===== src/rtl/dmem_arb_pkg.sv =====
// Shared types and port identifiers for the data-memory arbiter.
package dmem_arb_pkg;

  typedef enum logic [1:0] {ARB_IDLE, ARB_BUSY, ARB_DONE} arb_state_t;

  localparam logic PORT_CPU = 1'b0;
  localparam logic PORT_DBG = 1'b1;

endpackage


===== src/rtl/dmem_rr_pick.sv =====
// Combinational two-way round-robin selector: a tie goes to the port that was not granted last.
module dmem_rr_pick
  import dmem_arb_pkg::*;
(
  input  logic [1:0] req,
  input  logic       last_port,
  output logic       grant_valid,
  output logic       grant_port
);

  always_comb begin
    grant_valid = |req;
    if (&req) begin
      grant_port = ~last_port;
    end else begin
      grant_port = req[PORT_DBG] ? PORT_DBG : PORT_CPU;
    end
  end

endmodule


===== src/rtl/dmem_arbiter.sv =====
// Shares datamem between the MEM-stage and debug/loader ports; each access occupies
// LATENCY busy cycles followed by a one-cycle ack.
module dmem_arbiter
  import dmem_arb_pkg::*;
#(
  parameter int unsigned LATENCY = 3,
  parameter int unsigned AW      = 64,
  parameter int unsigned DW      = 64
) (
  input  logic          clk,
  input  logic          reset,
  input  logic          cpu_req,
  input  logic          cpu_we,
  input  logic [AW-1:0] cpu_addr,
  input  logic [DW-1:0] cpu_wdata,
  input  logic [3:0]    cpu_xfer_size,
  output logic          cpu_ack,
  output logic [DW-1:0] cpu_rdata,
  output logic          cpu_stall,
  input  logic          dbg_req,
  input  logic          dbg_we,
  input  logic [AW-1:0] dbg_addr,
  input  logic [DW-1:0] dbg_wdata,
  input  logic [3:0]    dbg_xfer_size,
  output logic          dbg_ack,
  output logic [DW-1:0] dbg_rdata,
  output logic [AW-1:0] mem_address,
  output logic          mem_write_enable,
  output logic          mem_read_enable,
  output logic [DW-1:0] mem_write_data,
  output logic [3:0]    mem_xfer_size,
  input  logic [DW-1:0] mem_read_data,
  output logic          owner
);

  localparam int unsigned    CW       = (LATENCY > 1) ? $clog2(LATENCY) : 1;
  localparam logic [CW-1:0]  CNT_LOAD = CW'(LATENCY - 1);

  arb_state_t    r_state;
  arb_state_t    w_state_nxt;
  logic [CW-1:0] r_cnt;
  logic          r_last;
  logic          r_owner;
  logic          r_we;
  logic [AW-1:0] r_addr;
  logic [DW-1:0] r_wdata;
  logic [3:0]    r_size;
  logic [DW-1:0] r_cpu_rdata;
  logic [DW-1:0] r_dbg_rdata;

  logic          w_grant_valid;
  logic          w_grant_port;
  logic          w_sel_we;
  logic [AW-1:0] w_sel_addr;
  logic [DW-1:0] w_sel_wdata;
  logic [3:0]    w_sel_size;

  dmem_rr_pick u_pick (
    .req         ({dbg_req, cpu_req}),
    .last_port   (r_last),
    .grant_valid (w_grant_valid),
    .grant_port  (w_grant_port)
  );

  always_comb begin
    w_sel_we    = (w_grant_port == PORT_DBG) ? dbg_we        : cpu_we;
    w_sel_addr  = (w_grant_port == PORT_DBG) ? dbg_addr      : cpu_addr;
    w_sel_wdata = (w_grant_port == PORT_DBG) ? dbg_wdata     : cpu_wdata;
    w_sel_size  = (w_grant_port == PORT_DBG) ? dbg_xfer_size : cpu_xfer_size;
  end

  always_ff @(posedge clk) begin
    if (reset) begin
      r_state <= ARB_IDLE;
    end else begin
      r_state <= w_state_nxt;
    end
  end

  always_comb begin
    w_state_nxt = r_state;
    case (r_state)
      ARB_IDLE: if (w_grant_valid) w_state_nxt = ARB_BUSY;
      ARB_BUSY: if (r_cnt == '0)   w_state_nxt = ARB_DONE;
      ARB_DONE: w_state_nxt = ARB_IDLE;
      default:  w_state_nxt = ARB_IDLE;
    endcase
  end

  // Enables are decoded from state so a reset edge drops them immediately.
  always_comb begin
    mem_read_enable  = (r_state == ARB_BUSY) && !r_we;
    mem_write_enable = (r_state == ARB_BUSY) && r_we && (r_cnt == '0);
    cpu_ack          = (r_state == ARB_DONE) && (r_owner == PORT_CPU);
    dbg_ack          = (r_state == ARB_DONE) && (r_owner == PORT_DBG);
    cpu_stall        = cpu_req && !cpu_ack;
  end

  always_ff @(posedge clk) begin
    if (reset) begin
      r_last      <= PORT_DBG;
      r_owner     <= PORT_CPU;
      r_cnt       <= '0;
      r_we        <= 1'b0;
      r_addr      <= '0;
      r_wdata     <= '0;
      r_size      <= '0;
      r_cpu_rdata <= '0;
      r_dbg_rdata <= '0;
    end else begin
      case (r_state)
        ARB_IDLE: begin
          if (w_grant_valid) begin
            r_owner <= w_grant_port;
            r_last  <= w_grant_port;
            r_we    <= w_sel_we;
            r_addr  <= w_sel_addr;
            r_wdata <= w_sel_wdata;
            r_size  <= w_sel_size;
            r_cnt   <= CNT_LOAD;
          end
        end
        ARB_BUSY: begin
          if (r_cnt == '0) begin
            if (!r_we) begin
              if (r_owner == PORT_DBG) r_dbg_rdata <= mem_read_data;
              else                     r_cpu_rdata <= mem_read_data;
            end
          end else begin
            r_cnt <= r_cnt - CW'(1);
          end
        end
        default: ;
      endcase
    end
  end

  assign mem_address    = r_addr;
  assign mem_write_data = r_wdata;
  assign mem_xfer_size  = r_size;
  assign cpu_rdata      = r_cpu_rdata;
  assign dbg_rdata      = r_dbg_rdata;
  assign owner          = r_owner;

endmodule


===== config.mk =====
export PLATFORM = sky130hd
export DESIGN_NAME = dmem_arbiter
export DESIGN_NICKNAME = d
export VERILOG_FILES = /design/src/rtl/dmem_arb_pkg.sv /design/src/rtl/dmem_rr_pick.sv /design/src/rtl/dmem_arbiter.sv
export SDC_FILE = /design/constraint.sdc
export NUM_CORES = 1
export LEC_CHECK = 0
export BUFFER_PORTS_ARGS = -buffer_cell sky130_fd_sc_hd__buf_2
export CORE_AREA = 2 2 231 233
export DETAILED_ROUTE_END_ITERATION = 7
export DIE_AREA = 0 0 233 235
export PLACE_DENSITY = 0.45
export SYNTH_ARGS = -nofsm -noshare
export SYNTH_HDL_FRONTEND = slang
export SYNTH_SLANG_ARGS = --single-unit

===== constraint.sdc =====
create_clock -name clk -period 2.2 [get_ports clk]
set_clock_uncertainty 0.05 [all_clocks]
set_input_delay 0.22 -clock clk [delete_from_list [all_inputs] [get_ports clk]]
set_output_delay 0.22 -clock clk [all_outputs]
set_load 0.02 [all_outputs]

-- Word-level counts from Yosys, hierarchy flattened
Index checks and enable logic that the tools add are counted.
- register bits after elaboration: 267
- input port bits: 334
- logic and storage cells: 49
- output and inout port bits: 266
- bitwise operators: 3
- muxes and demuxes: 12
- reductions and logical operators: 18
- eq/ne operators: 5
- $add $sub $neg: 1
- operators with widths (cell ; number):
    64-bit two-way mux ; 2
    2-bit two-way mux ; 4
    2-bit one-hot mux with 2 select lines ; 2
    4-bit AND reduction ; 2
    1-bit logical AND ; 6
    2-bit AND reduction ; 3
    2-bit logical NOT ; 2
    4-bit two-way mux ; 1
    2-bit != test (second input constant) ; 2
    1-bit two-way mux ; 3
    1-bit inverter ; 3
    3-bit AND reduction ; 1
    2-bit by 1-bit == test with 1-bit output (second input constant) ; 1
    2-bit == test (second input constant) ; 1
    1-bit logical NOT ; 2
    2-bit by 1-bit != test with 1-bit output (second input constant) ; 1
    2-bit nonzero test ; 1
    2-bit OR reduction ; 1
    2-bit by 1-bit subtractor with 2-bit output (second input constant) ; 1

-- Depth between registers and ports, before layout
- depth in word-level cells: 4
- mapped depth: 6
- gate-level depth less buffers: 5

-- Cells and area by module
From an unflattened synthesis, not the netlist that was laid out.
- cell total of the unflattened synthesis: 1111
- area, all modules: 11363.4 um2
- by module, submodules not included (module ; cells each ; area an instance (um2) ; instances ; seq. area each (um2)):
    dmem_arbiter ; 1109 ; 11349.6 ; 1 ; 5345.1
    dmem_rr_pick ; 2 ; 13.8 ; 1 ; 0.0

-- Least setup slack after synthesis
Ideal clock, no wire load.
- path kind: reg-to-output
- from: register r_state[1]
- to: output port cpu_stall
- required time: 1.930 ns
- cell stages (with the launch flop): 3
- slack: 0.657 ns
- buffers on the path: 0
- data arrival time: 1.273 ns
- path through: dfxtp_1 nor3b_1 nor2b_1
- word-level cells in the longest chain between the ends: 4
- ends and longest elaborated chain (what ; line ; RTL):
    start, declared ; dmem_arbiter.sv:39 ; arb_state_t r_state;
    start signal, assigned ; dmem_arbiter.sv:76 ; r_state <= w_state_nxt;
    2-bit == test ; dmem_arbiter.sv:94 ; cpu_ack = (r_state == ARB_DONE) && (r_owner == PORT_CPU);
    1-bit logical AND ; dmem_arbiter.sv:94 ;
    net cpu_ack ; dmem_arbiter.sv:17 ; output logic cpu_ack,
    1-bit logical NOT ; dmem_arbiter.sv:96 ; cpu_stall = cpu_req && !cpu_ack;
    1-bit logical AND ; dmem_arbiter.sv:96 ;
    end, declared ; dmem_arbiter.sv:19 ; output logic cpu_stall,
The timed path passes the listed nets, and every way through them passes these cells.

-- Worst setup path in the final report
- from: register r_state[1]
- to: output port cpu_stall
- word-level cells in the longest chain between the ends: 4
- ends and longest elaborated chain (what ; line):
    2-bit == test ; dmem_arbiter.sv:94
    1-bit logical AND ; dmem_arbiter.sv:94
    1-bit logical NOT ; dmem_arbiter.sv:96
    1-bit logical AND ; dmem_arbiter.sv:96
Every way passes these cells.

==> impl_metrics.toml <==
[finish]
syn_to_final_growth_pct = 69.0
stdcell_count = 2875
post-route-util = 0.380
drive_gt1_frac = 0.322
final_nets = 2494
final_common_cell = "buf_2"
final_cell_area_um2 = 19800
regArea_um2 = 5350
layout_common_cells = "buf_2 (598), dlygate4sd3_1 (328), nand2_1 (270), dfxtp_1 (267), nand2b_1 (193)"
n_fill_cell = 5233
multi_input_comb_area_um2 = 5620

[power]
internal_power_mw = 10.5
p_per_area_nw_per_um2 = 759
cellLeakagePower_nw = 9.27
ir_drop_uv = 468
power_frac_clock = 0.387
seqPwrFrac = 0.368
combPwrFrac = 0.245
switchingPower_mw = 4.59
switching_share = 0.304
power_mw = 15.1

[floorplanning]
die_w_um = 233
core_um2 = 52200
ios = 600
num_rows = 84
dieArea_um2 = 54800
start_util = 0.225
die_y_um = 235

[placement]
detailed_place_hpwl_mm = 35.1
io_buffers = 599
place_area_um2 = 15400
routabilityCongestion = 0.820
numPlacedInstances = 2481

[clocking]
ctsHoldBuffers = 328
cts_sinks = 267
post_cts_resized = 0
clk_latency_ns = 0.52
clockBufferDepth = 3
numCtsBuffers = 35
cts_root_buf = "clkbuf_16"
htree_levels = 2
cts_tree = "done"
clk_pin_slew_ns = 0.06
postCtsSetupBuffers = 0

[timing]
grt_setup_unrepaired = "false"
timing.final.crit_share = 0.926
slew_headroom = 0.411
finalMaxSlewViolations = 0
setup_violations = 0
fin_tns_setup_ns = 0
min_period_ns = 2.04
final_hold_viol_count = 0
worst_pin_slew_ns = 0.884
fmax_mhz = 491

[worst_setup_path]
crit_path_top_delay_cell = "dfxtp_1"
crit_type = "register to output port"
crit_chain = "nor3b_1 > buf_4 > nor2b_1 > buf_2"
crit_buf_inv = 2
crit_arrival_ns = 1.77
max_stage_delay_ns = 0.50
end_kind = "output port"
critPathMaxFanout = 7
cp.depth = 4
startpoint_type = "register"
crit_required_ns = 1.93
r2r_cells = 4
crit_family = "flip-flops"

[yosys]
synth.avg_cell_area_um2 = 9.16
ys.flop_type = "dfxtp_1"
synth_seq_area_share = 0.455
synth_edf_count = 0
yosys-top-cells-area = "dfxtp_1 (46%), mux2i_1 (11%), nand2b_1 (10%), a311oi_1 (9.6%), nand2_1 (8.6%)"
syn_inst = 1281
yosysUniqueCellTypes = 33
syn_nets = 1617
yosys_warnings = 0
syn-cell-area_um2 = 11700
synth_area_leader_cell = "dfxtp_1"
synth.top_cell.area_share = 0.455
synth-seq-cells = 267
synth-async-reset-ratio = 0

[hold_path]
worstHoldPathCells = 3
hold_path_class = "primary input to register"

[global_route]
grt_pass1_wl_mm = 77.4
grt_overflow = 0
groute.usage.overall = 0.180
grt_pass1_vias = 13600
grt_max_degree = 134
antenna_found_initial = 5

[routing]
drt-initial-drc-count = 545
num_vias = 12900
drc = 0
wl_mm = 51.1
routed_via_density = 4.50
first_pass_iters = 4
ant_nets = 0
wl_per_cell_um = 17.8

[outcome]
status = "finished, final reports clean"

[run]
cap_violations = 0
## sequential cells by signal, summed over array words and instances (netlist names)
register        flops
cpu_rdata          64
dbg_rdata          64
mem_address        64
mem_write_data     64
mem_xfer_size       4
r_cnt               2
r_state             2
owner               1
r_last              1
r_we                1
## final cells by class
class,count,share of cell area
Antenna cell,5,0.000631
Clock buffer,55,0.0546
Clock inverter,6,0.00454
Inverter,3,0.000568
Multi-Input combinational cell,886,0.283
Sequential cell,267,0.269
Tap cell,688,0.0434
Timing Repair Buffer,965,0.343
## cell families after synthesis
group,Yosys count,share of synthesized area
simple gates,480,0.199
flops,267,0.455
fa+ha+maj,2,0.00213
buf+inv,128,0.0698
mux,128,0.109
compound gates,276,0.164
## through the flow
step                      setup WS, ns  hold WS, ns
final                            0.164       0.0204
after global routing        0.00000355       0.0314
after CTS                       0.0664      0.00672
after detailed placement         0.366        0.409
after global placement           0.400        0.406
after floorplan                  0.657        0.330
## routing by layer
layer / GRT usage / wire, um / vias to the layer above
li1: - / - / 6229
met3: 0.0505 / 3960 / 137
met1: 0.203 / 20000 / 5991
met5: 0 / 0 / -
met4: 0.113 / 3320 / 0
met2: 0.297 / 23800 / 587
## tightest hold or removal path: stages
cell      delay [ns]
buf_2           0.10
nand2b_1        0.13
mux2i_1         0.09
## synth_stat cells (all sizes together), types with 2 or more instances
cell and instances:
or2 2, a311oi 133, nor2 4, ha 2, inv 3, dfxtp 267
buf 91, nand2 270, and3b 2, a21oi 135, nor2b 3, nor3b 2
clkbuf 34, nand2b 193, mux2i 128, o21ai 2
## worst paths after layout
| kind | startpoint | slack, ns | end |
|---|---|---|---|
| min | mem_read_data[32] | 0.02 | dbg_rdata[32] |
| max reg2reg | r_state[1] | 0.23 | mem_address[49] |
| max | r_state[1] | 0.16 | cpu_stall |
| min reg2reg | cpu_rdata[60] | 0.42 | cpu_rdata[60] |
## power groups by stage
stage               Sequential, mW  Combinational [mW]  Clock, mW
floorplan                     6.15                1.43          0
global placement              5.63                3.22          0
detailed placement            5.64                3.24          0
CTS                           5.54                3.71       6.04
global route                  5.59                3.97       6.23
finish                        5.54                3.69       5.83
(Power assumes the default switching activity.)
